## src/rtl/gray_counter.sv

```systemverilog
// Up/down binary counter that presents each new count together with its Gray
// code on a valid/ready port. Supports wrap/saturate modes, parallel load and a
// terminal-count flag.
module gray_counter #(
    parameter int WIDTH = 4
) (
    input  logic             clk,
    input  logic             rst_n,
    input  logic             en,
    input  logic             up,
    input  logic             load,
    input  logic [WIDTH-1:0] load_val,
    input  logic             saturate,
    input  logic             ready,
    output logic [WIDTH-1:0] B,
    output logic [WIDTH-1:0] G,
    output logic             valid,
    output logic             tc
);

    localparam logic [WIDTH-1:0] ALL_ONES = '1;
    localparam logic [WIDTH-1:0] ONE      = WIDTH'(1);

    // G[MSB] = B[MSB], G[i] = B[i+1] ^ B[i]
    function automatic logic [WIDTH-1:0] to_gray(input logic [WIDTH-1:0] bin);
        return bin ^ (bin >> 1);
    endfunction

    logic [WIDTH-1:0] cnt;
    logic [WIDTH-1:0] next_word;
    logic             free;
    logic             at_limit;
    logic             step_ok;
    logic             take_word;
    logic             tc_next;

    always_comb begin
        // NOTE: every variable gets a default first so no path can infer a latch.
        next_word = cnt;
        free      = !valid || ready;
        at_limit  = up ? (cnt == ALL_ONES) : (cnt == '0);
        step_ok   = en && !(saturate && at_limit);
        take_word = free && (load || step_ok);
        if (load) begin
            next_word = load_val;
        end else if (up) begin
            next_word = cnt + ONE;
        end else begin
            next_word = cnt - ONE;
        end
        // Terminal flag follows the direction sampled on the producing cycle.
        tc_next = up ? (next_word == ALL_ONES) : (next_word == '0);
    end

    always_ff @(posedge clk or negedge rst_n) begin
        if (!rst_n) begin
            // NOTE: sequential state uses non-blocking assignments only, so every
            // register samples the pre-edge values regardless of statement order.
            cnt   <= '0;
            B     <= '0;
            G     <= '0;
            valid <= 1'b0;
            tc    <= 1'b0;
        end else if (take_word) begin
            cnt   <= next_word;
            B     <= next_word;
            G     <= to_gray(next_word);
            valid <= 1'b1;
            tc    <= tc_next;
        end else if (free) begin
            // Slot free but nothing new: any held word was consumed or none existed.
            valid <= 1'b0;
            tc    <= 1'b0;
        end
    end

endmodule
```

## config.mk

```make
export PLATFORM = sky130hd
export DESIGN_NAME = gray_counter
export DESIGN_NICKNAME = d
export VERILOG_FILES = /design/src/rtl/gray_counter.sv
export SDC_FILE = /design/constraint.sdc
export NUM_CORES = 1
export LEC_CHECK = 0
export CAP_MARGIN = 10
export CORE_ASPECT_RATIO = 1.1
export CORE_MARGIN = 2
export CORE_UTILIZATION = 35
export CTS_CLUSTER_DIAMETER = 30
export DETAILED_ROUTE_END_ITERATION = 6
export PLACE_DENSITY = 0.66
export RECOVER_POWER = 25
export SLEW_MARGIN = 10
export SYNTH_ARGS = -nofsm -noshare
export SYNTH_HDL_FRONTEND = slang
export SYNTH_SLANG_ARGS = --single-unit
```

## constraint.sdc

```tcl
create_clock -name clk -period 2.13 [get_ports clk]
set_input_delay 0.213 -clock clk [delete_from_list [all_inputs] [get_ports clk]]
set_output_delay 0.213 -clock clk [all_outputs]
set_load 0.1 [all_outputs]
```

# == Word-level counts from Yosys, hierarchy flattened ==
# Cells that the tools add are included.
# word_totals
register_bits,10
in_bits,11
output_inout_bits,10
elab_cells,26
# op_classes
addsub,2
n_eq_ne,2
mux,7
bitwise_logic,1
reduce_logical,10
# op_table
op,count
$eq 4x4->1 const B,2
$logic_not 4->1,2
$mux 4,2
$mux 1,5
$add 4x1->4 const B,1
$sub 4x1->4 const B,1
$xor 4x3->4,1
$logic_and 1x1->1,3
$logic_not 1->1,2
$logic_or 1x1->1,2
$reduce_bool 2->1,1

# == Depth between registers and ports, before layout ==
# Gate-level depths: netlist of run 1.
# depth
depth_word,8
depth_mapped,9
mapped_depth_nobuf,9

# == Worst setup path before layout of run 1 ==
# OpenSTA, ideal clock, no wires.
# synth_timing
path_type,register -> register
from,register cnt[0]
to,register G[2]
setup_ps,128
t_arrival_ps,2629
required_ps,2002
path_slack_ps,-627
stages_incl_launch_ff,7
path_buffers,0
synth_period_minus_slack_ps,2757
path_cell_list,dfrtp_1 -> inv_1 -> fa_1 -> xor2_1 -> o21ai_0 -> ha_1 -> mux2_1
# synth_via
elab_chain_len,7
word_cells_on_any_way,13
classes_between,add/sub: 2; eq/ne: 1; mux: 3; bitwise: 1; reduce/logical: 6
# synth_rtl
item,line_no,source
"start, declared",29,logic [WIDTH-1:0] cnt;
"start signal, assigned",65,cnt <= next_word;
branches (longest 7 deep; another with $sub 4x1->4),-,
"end signal, assigned",67,G <= to_gray(next_word);
"end, declared",16,"output logic [WIDTH-1:0] G,"
# Several ways; the timed one is not identified.
# A chain may end at the register's enable or synchronous reset.

# == Worst setup path in the final report of run 1 ==
# layout_timing
from,register cnt[1]
to,register G[2]
# The elaborated chain is that of the path after synthesis.

==> reports/qor.csv, run 1 <==
metric,value,unit
Die H,48.4,um
top_reg_cell synth,dfrtp_1,
"most common cell after layout, fill and taps aside",buf_4,
Post-synth EDFFs,0,
RePlAce Congestion,0.735,
WP data arrival,2220,ps
vias in the first global route,561,
CTS tree,built,
unrepaired setup endpoints after global routing,yes,
overall routed net length,1440,um
drt pass-1 iters,3,
area of the multi-input gates,383,um^2
maximum fanout along the worst path,5,
Storage cell area,235,um^2
synthesized area,627,um^2
clock sink total,9,
Slew Limit Fails,0,
Ports,21,
layout cell share with drive strength beyond 1,0.456,
DPL Wire Length,1110,um
num rows,16,
Buffers & Inverters on Critical Path,0,
Clock Pin Slew Worst Setup and Hold Paths,70,ps
Async SR Flop Fraction,1.00,
CP Cell Sequence,ha_4 -> a21o_1 -> a21o_1 -> a221o_1 -> ha_1 -> mux2_4,
Clock Path Buffers,2,
#FFs+latches synth,9,
Layout Skew,8.34,ps
Least-Margin Pin Slew,447,ps
syn nets,75,
worst rel slew slack,0.701,
synthesized area per cell,10.8,um^2
global-route wire length before repair,2350,um
DR iter-0 viols,2,
GRT Total Usage,0.153,
# port buffers,20,
"non-filler cells, final",108,
max-cap violation count,0,
Worst Setup End Kind,flop,
DR vias,547,
post-route ant nets,0,
CTS H-Tree Depth,1,
slowest CP cell,dfrtp_4,
DR DRC count,0,
Tmin final,2070,ps
Root Driver,clkbuf_4,
Critical R2R Launch,cnt[1],
Vias/cell,5.06,
drt wl/cell,13.4,um
register area share after synthesis,0.359,
flop2flop setup slack,60,ps
CP Data Required Time,2290,ps
Starting Density,0.360,
synthesized instance count,58,
Congestion Overflow GR,0,
nets@finish,108,
Syn-to-layout area delta,53.1,%
Reg2Reg Depth,6,
TritonCTS Buffers,3,
most frequent cells in the layout,"buf_4 (19), clkdlybuf4s50_1 (8), dfrtp_1 (5), inv_2 (4), inv_1 (4)",
count of filler cells inserted in the layout,152,
CP startpoint kind,flop,
Placed Instances,101,
library cells used by synthesis,29,
Critical Path Most Common Cell,a21o_1,
status,"complete, no violations",
HP Class,input pin to asynchronous set/reset pin,
top cell family by delay on the critical path,compound AO/OA/AOI/OAI gates,
Die Width,44.4,um
CP Class,flop to flop,
Worst-Skew Late Latency,270,ps
die area,2150,um^2
Ant. Diodes,0,
Core ar.,1740,um^2
Synth warnings,0,
Critical R2R Capture,G[2],
final setup vio count,0,
worst stage delay on the critical path,510,ps
fmax,483,MHz
Final Cycle Share,0.971,
antenna violations before repair,0,
pin count of the biggest net entering global routing,11,
Final Hold Vio Count,0,
==> worst reg2reg max path: cells and delay by family (launching register included) <==
kind                       cells  cell delay (ps)
AOI/OAI and AO/OA              3              680
DFF                            1              510
adders and majority gates      2              500
muxes                          1              270
==> synthesized netlist by cell type (2+ instances only) <==
cell type,count,share of area
nand2_1,3,0.018
xor2_1,3,0.042
ha_1,5,0.10
dfrtp_1,9,0.36
mux2_1,4,0.072
inv_1,7,0.042
a21o_1,2,0.024
nand2b_1,2,0.020
mux2i_1,3,0.048
==> registers in the layout, indices dropped and copies added (netlist names) <==
| signal | cells |
|---|---|
| tc | 1 |
| valid | 1 |
| cnt | 3 |
| G | 4 |
==> logic make-up (layout without fill, tap and decap cells) <==
| logic type | after synthesis | in the layout | synth area share |
|---|---|---|---|
| xor+xnor | 3 | 3 | 0.0419 |
| flops | 9 | 9 | 0.359 |
| buf+inv | 11 | 43 | 0.0738 |
| fa+ha+maj | 6 | 6 | 0.132 |
| compound gates | 11 | 11 | 0.170 |
| simple gates | 10 | 10 | 0.0858 |
| mux | 8 | 8 | 0.138 |
==> how the worst max path moves through the flow <==
stage | start | end | slack [ps] | depth (start not counted)
6_report | cnt[1] | G[2] | 60 | 6
5_1_grt | cnt[1] | G[2] | -5 | 6
4_1_cts | up | G[2] | 10 | 8
3_5_place_dp | up | G[2] | -270 | 8
3_3_place_gp | up | G[2] | -200 | 8
2_1_floorplan | cnt[1] | G[2] | -60 | 6
==> stage by stage <==
stage	setup WS (ps)	hold slack [ps]	setup TNS (ps)	utilization	area, um^2
3_5_place_dp	-272	486	-818	0.512	892
4_1_cts	10.5	254	0	0.527	918
3_3_place_gp	-197	482	-560	0.512	892
6_report	61.2	314	0	0.551	960
5_1_grt	-4.53	343	-7.74	0.551	960
2_1_floorplan	-63.4	-82.6	-113	-	654
==> per-layer routing <==
layer | wire [um] | part of all wire | up-vias | GRT usage
met1 | 638 | 0.44 | 254 | 0.178
met2 | 668 | 0.46 | 17 | 0.240
li1 | - | - | 271 | -
met4 | 46 | 0.032 | 0 | 0.116
met5 | 0 | 0 | - | 0
met3 | 88 | 0.061 | 5 | 0.0299
==> final cells by class <==
cell class / instances / area share
multi-input combinational: 38 / 0.399
timing repair buffer: 30 / 0.267
sequential: 9 / 0.245
inverter: 9 / 0.0378
clock buffer: 4 / 0.0274
tap: 18 / 0.0235
==> what timing repair did <==
item	in CTS	in global routing
gates resized for setup	0	9
setup endpoints to repair	0	2
buffers inserted	0	3
hold buffers	0	0
Power of run 1 is left out: the tool's default activity adds up to more than one toggle a clock period on the data nets, which glitch-free logic cannot reach.
==> run 2, diff against run 1 <==
--- a/config.mk
+++ b/config.mk
@@ -8,10 +8,9 @@
 export CAP_MARGIN = 10
 export CORE_ASPECT_RATIO = 1.1
 export CORE_MARGIN = 2
-export CORE_UTILIZATION = 35
+export CORE_UTILIZATION = 25
 export CTS_CLUSTER_DIAMETER = 30
 export DETAILED_ROUTE_END_ITERATION = 6
-export PLACE_DENSITY = 0.66
 export RECOVER_POWER = 25
 export SLEW_MARGIN = 10
 export SYNTH_ARGS = -nofsm -noshare
==> run 2 against run 1 <==
Effect of this change:
- register-to-register slack barely moved
- die area is 36% higher
- hold slack gained 16 ps
- flip-flop and latch count unchanged
- critical path depth did not move
==> reports/qor.csv, run 2 (synthesized netlist as in run 1, its figures left out) <==
metric,value,unit,change
Clock Path Buffers,2,,unchanged
overall routed net length,1350,um,-6.4%
Tmin final,2070,ps,-3.09 ps
Buffers & Inverters on Critical Path,0,,unchanged
Least-Margin Pin Slew,448,ps,+0.832 ps
"most common cell after layout, fill and taps aside",buf_4,,
hold_ws,330,ps,+15.8 ps
Critical R2R Launch,cnt[1],,
Critical Path Most Common Cell,a21o_1,,
drt wl/cell,11.3,um,-16%
Final Cycle Share,0.970,,-0.00145
GR Util met2,0.163,,-0.0772
Hold Buf Count CTS,0,,unchanged
unrepaired setup endpoints after global routing,no,,
Vias/cell,4.51,,-11%
nets@finish,107,,-0.93%
TNS Setup,0,ps,unchanged
DR iter-0 viols,1,,-1
Root Driver,clkbuf_4,,
CP startpoint kind,flop,,
DR DRC count,0,,unchanged
cell area after layout,960,um^2,unchanged
layout cell share with drive strength beyond 1,0.404,,-0.0511
clock sink total,9,,unchanged
CP Class,flop to flop,,
Worst Setup End Kind,flop,,
Die H,56.5,um,+17%
slowest CP cell,dfrtp_4,,
Syn-to-layout area delta,53.1,%,unchanged
GR peak layer,met2,,
most frequent cells in the layout,"buf_4 (18), clkdlybuf4s50_1 (8), dfrtp_1 (5), inv_1 (5)",,
post-route ant nets,0,,unchanged
GRT met3 Usage,0.0319,,+0.00206
Ant. Diodes,0,,unchanged
Slew Limit Fails,0,,unchanged
Place WS,-274,ps,-2.03 ps
global-route wire length before repair,2250,um,-4.1%
CP Data Required Time,2270,ps,-20 ps
Clock Pin Slew Worst Setup and Hold Paths,60,ps,about the same
CTS tree,built,,
final setup vio count,0,,unchanged
Ports,21,,unchanged
pin count of the biggest net entering global routing,12,,+1
Congestion Overflow GR,0,,unchanged
Largest regs,"G (4), cnt (3)",,
CP Cell Sequence,ha_4 -> a21o_1 -> a21o_1 -> a221o_1 -> ha_1 -> mux2_1,,
die area,2920,um^2,+36%
final worst slack,64.3,ps,+3.09 ps
Core ar.,2450,um^2,+41%
Starting Density,0.256,,-0.104
GRT Total Usage,0.106,,-0.0474
DR vias,541,,-1.1%
vias in the first global route,530,,-5.5%
antenna violations before repair,0,,unchanged
worst stage delay on the critical path,500,ps,about the same
GRT met1 Usage,0.131,,-0.0471
RePlAce Congestion,0.761,,+3.4%
Layout Skew,4.71,ps,-3.62 ps
WP data arrival,2210,ps,about the same
worst rel slew slack,0.700,,about the same
CTS H-Tree Depth,1,,unchanged
drt pass-1 iters,2,,-1
dpl cell area,901,um^2,+0.98%
HP Class,input pin to asynchronous set/reset pin,,
maximum fanout along the worst path,4,,-1
max-cap violation count,0,,unchanged
Worst-Skew Late Latency,260,ps,about the same
Die Width,51.7,um,+17%
fmax,484,MHz,+0.15%
num rows,19,,+3
Reg2Reg Depth,6,,unchanged
TritonCTS Buffers,3,,unchanged
CP Depth,6,,unchanged
top cell family by delay on the critical path,compound AO/OA/AOI/OAI gates,,
status,"complete, no violations",,
Final Hold Vio Count,0,,unchanged
launch point of the worst path,cnt[1],,
max reg flops,4,,unchanged
Top reg by flops,G,,
# port buffers,20,,unchanged
DPL Wire Length,1090,um,-1.5%
-- run 2: metrics by stage --
stage | cells | utilization
after floorplan | 58 | -
after global placement | 113 | 0.368
after detailed placement | 113 | 0.368
after CTS | 118 | 0.382
after global routing | 120 | 0.392
final | 120 | 0.392
-- run 2: per-layer routing --
metal / up-vias / part of all wire
met3: 2 / 0.053
met1: 255 / 0.46
met4: 0 / 0.0096
met5: - / 0
li1: 268 / -
met2: 16 / 0.48
-- run 2: cell type report --
type / count / area (um^2)
clock buffers: 4 / 26.3
fillers: 257 / 1490
inverters: 9 / 33.8
multi-input cells: 38 / 377
flip-flops and latches: 9 / 235
well taps: 31 / 38.8
repair buffers: 29 / 249
-- run 2: path summary, 6_finish.rpt --
kind	endpoint	slack, ps
worst max-delay path	G[2]	60
worst min-delay path	cnt[0]	330
worst max register to register	G[2]	60
worst min register to register	G[0]	500
max in group asynchronous	cnt[1]	1460
min in group clk	G[0]	500
-- run 2: what timing repair did --
action	CTS	global route
gates resized for setup	0	4
pin swaps	0	1
setup buffers	1	2
endpoints found under the setup margin	1	2
Power of run 2 is left out for the same reason.
==> patch (config.mk and constraints of run 1) <==
`WIDTH`: 4 -> 5.
--- a/src/rtl/gray_counter.sv
+++ b/src/rtl/gray_counter.sv
@@ -3,5 +3,5 @@
 // terminal-count flag.
 module gray_counter #(
-    parameter int WIDTH = 4
+    parameter int WIDTH = 5
 ) (
     input  logic             clk,
Interface: changed (resized B, G and load_val); port bits go from 21 to 24. The function was not compared with the original's and may differ.
==> patch against run 1 <==
Wire length increased by 39%. Count of clock-buffer cells in the layout unchanged. Clock skew is 0.0023 ns lower. Worst setup slack lost 0.058 ns. Synthesized area up 29%. Via count is 30% higher. Sequential cell count rose by 2. Final area grew 32%. Critical endpoint is now tc.
Power is left out: the tool's default activity adds up to more than one toggle a clock period on the data nets, which glitch-free logic cannot reach.
==> patch: results (changes against run 1) <==
* Status: finished clean
* Vias in the first global route at 716 (+28%)
* Final Non-Filler Cells at 146 (+35%)
* CP top delay family: adder cells
* Clk_lat worst skew at 0.28 ns
* Maximum root-to-sink buffer count at 2 (unchanged)
* Commonest cells in the synthesized netlist: dfrtp_1, mux2_4, ha_1, inv_1, nor2_1
* H-tree Lvls at 1 (unchanged)
* CTS clk-pin slew, worst paths at 0.08 ns
* Class of the worst hold path: input port to async pin
* Final Wtd Congestion at 0.800 (+8.8%)
* Global-route wire length before repair at 3470 µm (+48%)
* Initial antenna violation count at 0 (unchanged)
* Post-DP HPWL at 1560 µm (+40%)
* Antenna Cells at 0 (unchanged)
* Critical path peak fanout at 4 (-1)
* Sequential-to-total area share from yosys stat at 34.2% (-1.8 points)
* Final Skew at 0.00603 ns (-0.00231 ns)
* PortBufs at 23 (+15%)
* Layout cells sized above 1 at 55.2% (+9.6 points)
* # nets final at 136 (+26%)
* DR iter-0 viols at 9 (+7)
* WL final at 2010 µm (+39%)
* Vias at 709 (+30%)
* Overall Global Routing Usage at 17.6% (+2.3 points)
* Pre-Repair DR Iteration Count at 4 (+1)
* Slowest-stage cell, CP: fa_1
* Syn_area_per_cell at 11.2 µm² (+3.5%)
* Clock Tree Root: clkbuf_4
* Yosys cell types at 30 (+3.4%)
* Synth area leaders: dfrtp_1, mux2_4, ha_1
* Post-Syn Nets at 91 (+21%)
* Synth Flop Type: dfrtp_1
* Cts bufs inserted at 3 (unchanged)
* Warnings from Yosys at 0 (unchanged)
* Asr flop ratio synth at 100% (unchanged)
* Number of fill cells in the layout at 197 (+30%)
* CP peak stage delay at 0.51 ns (about the same)
* Worst Max-Slew Pin Slew at 0.500 ns (+0.0530 ns)
* Top flop regs: G (5), cnt (4)
* Largest net degree at the start of global routing at 12 (+1)
==> patch: cell families after synthesis <==
logic type / after synthesis / synth area share, %
compound gates: 9 / 9.16
xor+xnor: 5 / 5.44
fa+ha+maj: 7 / 11.8
buf+inv: 8 / 5.12
flops: 11 / 34.2
mux: 11 / 18.0
simple gates: 21 / 16.3
==> patch: cell type report <==
class	instances	area (µm²)	area share (%)
Sequential cell	11	292	22.9
Multi-Input combinational cell	53	547	43.0
Inverter	6	27.5	2.17
Tap cell	30	37.5	2.95
Clock buffer	4	26.3	2.07
Timing Repair Buffer	42	342	26.9
==> patch: layer usage <==
metal  up-vias  global-route usage, %  part of all wire, %
li1        343                      -                    -
met1       344                   20.9                   43
met2        18                   31.8                   52
met3         4                   2.46                  2.5
met4         0                   8.33                  1.9
met5         -                      0                    0
==> patch: stage by stage <==
stage | setup slack [ns] | area [µm²]
after CTS | 0.000543 | 1240
after detailed placement | -0.347 | 1170
after global routing | -0.0827 | 1270
final | 0.00324 | 1270
after floorplan | -0.106 | 855
after global placement | -0.346 | 1170
==> patch: timing repair <==
action	CTS	global route
hold endpoints to repair	0	0
pin swaps	2	3
setup endpoints to repair	2	10
setup buffers	4	2
resized for setup	3	6
==> patch: path summary, 6_finish.rpt <==
| path | cells after the start | to | startpoint | slack (ns) |
|---|---|---|---|---|
| worst max-delay path | 8 | tc | cnt[0] | 0.003 |
| worst min-delay path | 1 | G[1] | rst_n | 0.33 |
| worst min register to register | 1 | tc | tc | 0.51 |
| worst max register to register | 8 | tc | cnt[0] | 0.003 |
| min in group clk | 1 | tc | tc | 0.51 |
| max in group asynchronous | 1 | cnt[3] | rst_n | 1.42 |
